--- src/rtl/bitcoin_pkg.sv ---
// bitcoin_pkg: shared states and SHA-256 constants for the nonce scheduler
package bitcoin_pkg;
  typedef enum logic [2:0] {IDLE, READ, MID, BLK1, BLK2, WRITE} state_t;
  localparam logic [255:0] IV = {32'h6a09e667, 32'hbb67ae85, 32'h3c6ef372, 32'ha54ff53a,
                                 32'h510e527f, 32'h9b05688c, 32'h1f83d9ab, 32'h5be0cd19};
  localparam logic [31:0] PAD_WORD = 32'h80000000;
  localparam logic [31:0] LEN_640 = 32'd640;
  localparam logic [31:0] LEN_256 = 32'd256;
  localparam int HDR_WORDS = 19;
endpackage

--- src/rtl/bitcoin_nonce_sched_if.sv ---
// bitcoin_nonce_sched_if: memory port and SHA-256 core handshake bundle
interface bitcoin_nonce_sched_if;
  logic mem_clk;
  logic [15:0] mem_addr;
  logic mem_we;
  logic [31:0] mem_write_data;
  logic [31:0] mem_read_data;
  logic core_start;
  logic [255:0] core_hin;
  logic [511:0] core_block;
  logic core_done;
  logic [255:0] core_hout;
  modport master(
    output mem_clk, mem_addr, mem_we, mem_write_data, core_start, core_hin, core_block,
    input mem_read_data, core_done, core_hout
  );
  modport slave(
    input mem_clk, mem_addr, mem_we, mem_write_data, core_start, core_hin, core_block,
    output mem_read_data, core_done, core_hout
  );
endinterface

--- src/rtl/bitcoin_block_fmt.sv ---
// bitcoin_block_fmt: builds the padded 512-bit message block for each core pass
module bitcoin_block_fmt
  import bitcoin_pkg::*;
(
  input  state_t                      phase,
  input  logic [HDR_WORDS-1:0][31:0]  hdr,
  input  logic [31:0]                 nonce,
  input  logic [255:0]                d1,
  output logic [511:0]                block
);
  logic [511:0] first;
  // header words 0..15 laid out word 0 first for the midstate pass
  always_comb begin
    first = '0;
    for (int i = 0; i < 16; i++) first[511-32*i -: 32] = hdr[i];
  end
  assign block = phase == BLK2 ? {d1, PAD_WORD, 192'd0, LEN_256} :
                 phase == BLK1 ? {hdr[16], hdr[17], hdr[18], nonce, PAD_WORD, 320'd0, LEN_640} :
                 first;
endmodule

--- src/rtl/bitcoin_nonce_sched.sv ---
// bitcoin_nonce_sched: header load and double-SHA-256 schedule over a nonce sweep
module bitcoin_nonce_sched
  import bitcoin_pkg::*;
#(
  parameter int NUM_NONCES = 16
) (
  input  logic                        clk,
  input  logic                        reset_n,
  input  logic                        start,
  input  logic [15:0]                 message_addr,
  input  logic [15:0]                 output_addr,
  output logic                        done,
  bitcoin_nonce_sched_if.master       bus
);
  localparam int NW = $clog2(NUM_NONCES) + 1;
  state_t state, state_next;
  logic [4:0] wcnt;
  logic [NW-1:0] nonce, nonce_next;
  logic [HDR_WORDS-1:0][31:0] hdr;
  logic [255:0] midstate;
  logic [511:0] block;
  logic got, last, launch;
  assign got = bus.core_done && !bus.core_start;
  assign last = nonce == NW'(NUM_NONCES - 1);
  assign nonce_next = state == WRITE ? nonce + 1'b1 : nonce;
  assign launch = state_next != state && (state_next == MID || state_next == BLK1 || state_next == BLK2);
  assign done = state == IDLE;
  assign bus.mem_clk = clk;
  bitcoin_block_fmt u_fmt (
    .phase(state_next),
    .hdr(hdr),
    .nonce(32'(nonce_next)),
    .d1(bus.core_hout),
    .block(block)
  );
  // state register
  always_ff @(posedge clk or negedge reset_n) begin
    if (!reset_n) state <= IDLE;
    else state <= state_next;
  end
  // phase sequencing; a core pass ends only on a done seen after its launch cycle
  always_comb begin
    state_next = state;
    case (state)
      IDLE:    state_next = start ? READ : IDLE;
      READ:    state_next = wcnt == 5'(HDR_WORDS) ? MID : READ;
      MID:     state_next = got ? BLK1 : MID;
      BLK1:    state_next = got ? BLK2 : BLK1;
      BLK2:    state_next = got ? WRITE : BLK2;
      WRITE:   state_next = last ? IDLE : BLK1;
      default: state_next = IDLE;
    endcase
  end
  // header capture, core launch registers, midstate and result write-back
  always_ff @(posedge clk or negedge reset_n) begin
    if (!reset_n) begin
      wcnt <= '0;
      nonce <= '0;
      hdr <= '0;
      midstate <= '0;
      bus.mem_addr <= '0;
      bus.mem_we <= 1'b0;
      bus.mem_write_data <= '0;
      bus.core_start <= 1'b0;
      bus.core_hin <= '0;
      bus.core_block <= '0;
    end else begin
      bus.core_start <= launch;
      bus.mem_we <= state == BLK2 && got;
      if (launch) begin
        bus.core_block <= block;
        bus.core_hin <= state_next != BLK1 ? IV : state == MID ? bus.core_hout : midstate;
      end
      if (state == MID && got) midstate <= bus.core_hout;
      if (state == IDLE && start) begin
        wcnt <= '0;
        nonce <= '0;
        bus.mem_addr <= message_addr;
      end
      if (state == READ) begin
        wcnt <= wcnt + 1'b1;
        bus.mem_addr <= message_addr + 16'(wcnt) + 16'd1;
        if (wcnt != '0) hdr[wcnt - 1'b1] <= bus.mem_read_data;
      end
      if (state == BLK2 && got) begin
        bus.mem_addr <= output_addr + 16'(nonce);
        bus.mem_write_data <= bus.core_hout[255:224];
      end
      if (state == WRITE && !last) nonce <= nonce_next;
    end
  end
endmodule

--- src/flat_wrapper.sv ---
// flat-port wrapper written by rule: the top's interface ports become plain ports
module bitcoin_nonce_sched_flat import bitcoin_pkg::*;
#(
  parameter int NUM_NONCES = 16
)
  (clk, reset_n, start, message_addr, output_addr, done, bus_mem_clk, bus_mem_addr, bus_mem_we, bus_mem_write_data, bus_core_start, bus_core_hin, bus_core_block, bus_mem_read_data, bus_core_done, bus_core_hout);
  bitcoin_nonce_sched_if bus_i ();
  input  logic clk;
  input  logic reset_n;
  input  logic start;
  input  logic [15:0] message_addr;
  input  logic [15:0] output_addr;
  output logic done;
  output wire logic [$bits(bus_i.mem_clk)-1:0] bus_mem_clk;
  output wire logic [$bits(bus_i.mem_addr)-1:0] bus_mem_addr;
  output wire logic [$bits(bus_i.mem_we)-1:0] bus_mem_we;
  output wire logic [$bits(bus_i.mem_write_data)-1:0] bus_mem_write_data;
  output wire logic [$bits(bus_i.core_start)-1:0] bus_core_start;
  output wire logic [$bits(bus_i.core_hin)-1:0] bus_core_hin;
  output wire logic [$bits(bus_i.core_block)-1:0] bus_core_block;
  input wire logic [$bits(bus_i.mem_read_data)-1:0] bus_mem_read_data;
  input wire logic [$bits(bus_i.core_done)-1:0] bus_core_done;
  input wire logic [$bits(bus_i.core_hout)-1:0] bus_core_hout;
  assign bus_mem_clk = bus_i.mem_clk;
  assign bus_mem_addr = bus_i.mem_addr;
  assign bus_mem_we = bus_i.mem_we;
  assign bus_mem_write_data = bus_i.mem_write_data;
  assign bus_core_start = bus_i.core_start;
  assign bus_core_hin = bus_i.core_hin;
  assign bus_core_block = bus_i.core_block;
  assign bus_i.mem_read_data = bus_mem_read_data;
  assign bus_i.core_done = bus_core_done;
  assign bus_i.core_hout = bus_core_hout;
  bitcoin_nonce_sched #(.NUM_NONCES(NUM_NONCES)) u_core (.clk(clk), .reset_n(reset_n), .start(start), .message_addr(message_addr), .output_addr(output_addr), .done(done), .bus(bus_i));
endmodule
--- config.mk ---
export PLATFORM = sky130hd
export DESIGN_NAME = bitcoin_nonce_sched_flat
export DESIGN_NICKNAME = d
export VERILOG_FILES = /design/src/rtl/bitcoin_pkg.sv /design/src/rtl/bitcoin_nonce_sched_if.sv /design/src/rtl/bitcoin_block_fmt.sv /design/src/rtl/bitcoin_nonce_sched.sv /design/src/flat_wrapper.sv
export SDC_FILE = /design/constraint.sdc
export NUM_CORES = 2
export LEC_CHECK = 0
export CAP_MARGIN = 10
export CORE_AREA = 2 2 442 444
export DETAILED_ROUTE_END_ITERATION = 10
export DIE_AREA = 0 0 444 446
export PLACE_DENSITY = 0.73
export SLEW_MARGIN = 10
export SYNTH_ARGS = -nofsm -noshare
export SYNTH_HDL_FRONTEND = slang
export SYNTH_HIERARCHICAL = 1
export SYNTH_SLANG_ARGS = --single-unit
--- constraint.sdc ---
create_clock -name clk -period 6.6 [get_ports clk]
set_clock_uncertainty 0.2 [all_clocks]
set_input_delay 1.32 -clock clk [delete_from_list [all_inputs] [get_ports clk]]
set_output_delay 1.32 -clock clk [all_outputs]
set_load 0.02 [all_outputs]
==> implementation parameters <==
Parameter                              Value

Job
  Reported max-cap violation count ... 0

Worst setup path
  Worst Setup Start Kind ... clock port
  Worst EP arrival ... ~4.1 ns
  Critical-path maximum fanout ... 2
  Critical path cell sequence ... clkbuf_16, clkbuf_16, clkdlybuf4s50_1
  Maximum single-stage delay on the critical path ... between 0.5 and 0.6 ns
  Crit-path slowest cell ... clkdlybuf4s50_1
  Library cell appearing most often on the critical path ... clkbuf_16
  Data required time of the worst path ... 5.08 ns
  Type of destination of the critical path ... output pin
  Setup Crit Path Kind ... clk2out

Yosys
  Post-synthesis async set-or-reset flop share ... 1.00
  Gate count after technology mapping ... 7020
  Synthesis-stage register bit count ... about 1700
  Mean instance size in the synthesized netlist ... 10.8 sq um
  Cell Area, Synth ... 0.0760 sq mm
  Portion of synthesized cell area occupied by the leading cell type ... 0.558
  Post-synth EDFFs ... 0
  Total of warnings raised by yosys ... 6
  Number of distinct library cells after synthesis ... 63
  Primary flip-flop cell chosen by synthesis mapping ... dfrtp_1
  Largest area contributor in the synthesized netlist ... dfrtp_1
  Sequential element share of the synthesized area ... 0.558
  Leading cell types by total area after synthesis ... dfrtp_1, mux2_2, nand2_1

Global route
  Global-route wire length before repair ... 420000 um
  Pin count of the biggest net entering global routing ... ~170
  Remaining global-route overflow ... 0
  Number of antenna violations at the first check in global routing ... 74
  Via count of the first global-routing pass ... approximately 58000
  Aggregate global-route resource usage ... 0.290

Floorplanning
  Area of the die ... 0.198 sq mm
  Die H ... 446 um
  Horizontal die dimension ... 444 um
  Core footprint ... 0.194 sq mm
  FP Rows ... 162
  Effective utilization at floorplan ... 0.393
  Number of top-level design ports ... around 1100

Timing
  Unrepaired setup endpoints after global routing ... no
  Worst Max-Slew Pin Slew ... 1.41 ns
  Max-slew headroom ... 0.0597
  Number of hold violations in the final report ... 0
  Total Negative Setup Slacks ... 0 ns
  Final count of negative-setup-slack endpoints ... 0
  Pins Over Slew Limit ... 0

Route
  Final WL ... 295000 um
  1st-pass router iterations ... 9
  First-iteration detailed-routing DRC count ... 6579
  Remaining DRCs ... 0
  Via Count ... 60000
  Routed via count divided by cell count ... 5.64
  Number of routed nets with antenna violations ... 2
  Post-detailed-route wirelength per cell ... 27.7 um

Worst hold path
  Class of the tightest hold or removal check ... in2async

Place
  GP Congestion ... about 0.92
  Count of buffers inserted at the top-level ports ... 1143
  Estimated wirelength of the detail-placed design ... around 190000 um

Pwr
  P per Cell Area ... 513 mW/mm^2
  Maximum VDD drop ... just over 0.0004 V
  Leakage power summed over all cells ... 0.0431 uW

Clocking
  Clock tree from TritonCTS ... built
  CTS clock-pin slew for the worst setup and hold paths ... 0.06 ns
  Cts hold-fix bufs ... 0
  Total setup buffers inserted after CTS ... 0
  Post-cts gate resize count ... 0
  Clock latency at the later pin of the worst-skew pair ... 0.96 ns

Cells and area
  Nets ... 8241
  Most frequent cells in the layout ... nand2_1, dfrtp_1, clkdlybuf4s50_1
  Synthesis-to-layout area growth ... 25.7%
  Share of post-route cells with drive strength above 1 ... 0.187
  Number of fillers in the final layout ... approximately 17000
  Post-Route Utilization ... 0.494
  Seq. cell area ... 0.0424 sq mm
  Most common cell after layout, fill and taps aside ... nand2_1
  Area of the multi-input gates ... between 0.03 and 0.04 sq mm

Outcome
  Violated checks ... antenna violations
  Status ... finished with violations
==> state kept, by name, summed over array words and instances (netlist names) <==
| register | cells |
|---|---|
| u_core/hdr | 608 |
| u_core/bus.mem_write_data | 32 |
| u_core/bus.core_start | 1 |
| u_core/bus.mem_addr | 16 |
| u_core/midstate | 256 |
| u_core/wcnt | 5 |
| u_core/bus.mem_we | 1 |
| u_core/bus.core_block | 512 |
| u_core/bus.core_hin | 256 |
| u_core/nonce | 5 |
| u_core/state | 3 |
==> synthesized netlist by cell type (all sizes together), types with 17 or more instances <==
| library cell | number |
|---|---|
| nor2 | 307 |
| o31ai | 122 |
| nand2 | 1916 |
| and3 | 256 |
| buf | 343 |
| ha | 17 |
| xnor2 | 20 |
| nor3b | 130 |
| dfrtp | 1695 |
| o21ai | 161 |
| clkbuf | 258 |
| mux2i | 256 |
| a21oi | 146 |
| o221a | 128 |
| mux2 | 865 |
| o22ai | 130 |
| a31oi | 140 |
==> cell families (layout without fill, tap and decap cells) <==
logic type               after synthesis  in the layout  share of synthesized area
AO/OA/AOI/OAI                        862            862                     0.0849
XOR/XNOR                              31             31                    0.00357
adder cells (fa/ha/maj)               19             19                    0.00332
buffers and inverters                617           1617                     0.0383
flip-flops                          1695           1695                      0.558
multiplexers                        1121           1121                      0.163
other                                  1             82                  0.0000493
AND/OR/NAND/NOR                     2674           2674                      0.149
==> path summary, 6_finish.rpt <==
path / from / endpoint / slack, ns / depth (start not counted)
max in group asynchronous: reset_n / u_core/bus.core_block[168]$_DFFE_PN0P_ / 4.35 / 2
min reg2reg: u_core/bus.core_block[108]$_DFFE_PN0P_ / u_core/bus.core_block[108]$_DFFE_PN0P_ / 0.26 / 2
min in group clk: u_core/bus.core_block[108]$_DFFE_PN0P_ / u_core/bus.core_block[108]$_DFFE_PN0P_ / 0.26 / 2
max reg2reg: u_core/nonce[1]$_DFFE_PN0P_ / u_core/bus.core_block[179]$_DFFE_PN0P_ / 1.13 / 13
max: clk / bus_mem_clk / 1.01 / 3
min: reset_n / u_core/midstate[243]$_DFFE_PN0P_ / 0.16 / 1
==> power breakdown <==
group	switching [uW]	internal [uW]
registers	2780	14600
clock network	4450	6070
logic	12000	9140
total	19200	29800
==> per-layer routing <==
layer	vias to the layer above	wire length [um]	track usage
li1	25800	-	-
met1	30400	109000	0.354
met2	3028	136000	0.450
met3	775	26500	0.0733
met4	46	22600	0.201
met5	-	307	0
==> stage by stage <==
step	worst slack (ns)	total power [uW]	instance area [sq um]	hold slack, ns	std cells
floorplan	1.65	29600	76100	0.256	7046
global placement	0.870	37800	89300	0.249	10300
detailed placement	0.845	38400	89300	0.254	10300
CTS	1.00	49000	95400	0.167	10600
global route	0.981	51400	95500	0.168	10600
finish	1.01	49000	95600	0.161	10600
==> critical path: cells and delay by family <==
kind                   cells  cell delay, ns
buffers and inverters      3            0.77
==> cell type report <==
type | instances | area share
Antenna cell | 55 | 0.00144
Clock buffer | 269 | 0.0560
Clock inverter | 65 | 0.00839
Inverter | 16 | 0.000785
Multi-Input combinational cell | 4734 | 0.324
Sequential cell | 1695 | 0.444
Tap cell | 2542 | 0.0333
Timing Repair Buffer | 1267 | 0.132
Note: power is estimated with default switching activity, not from simulation.
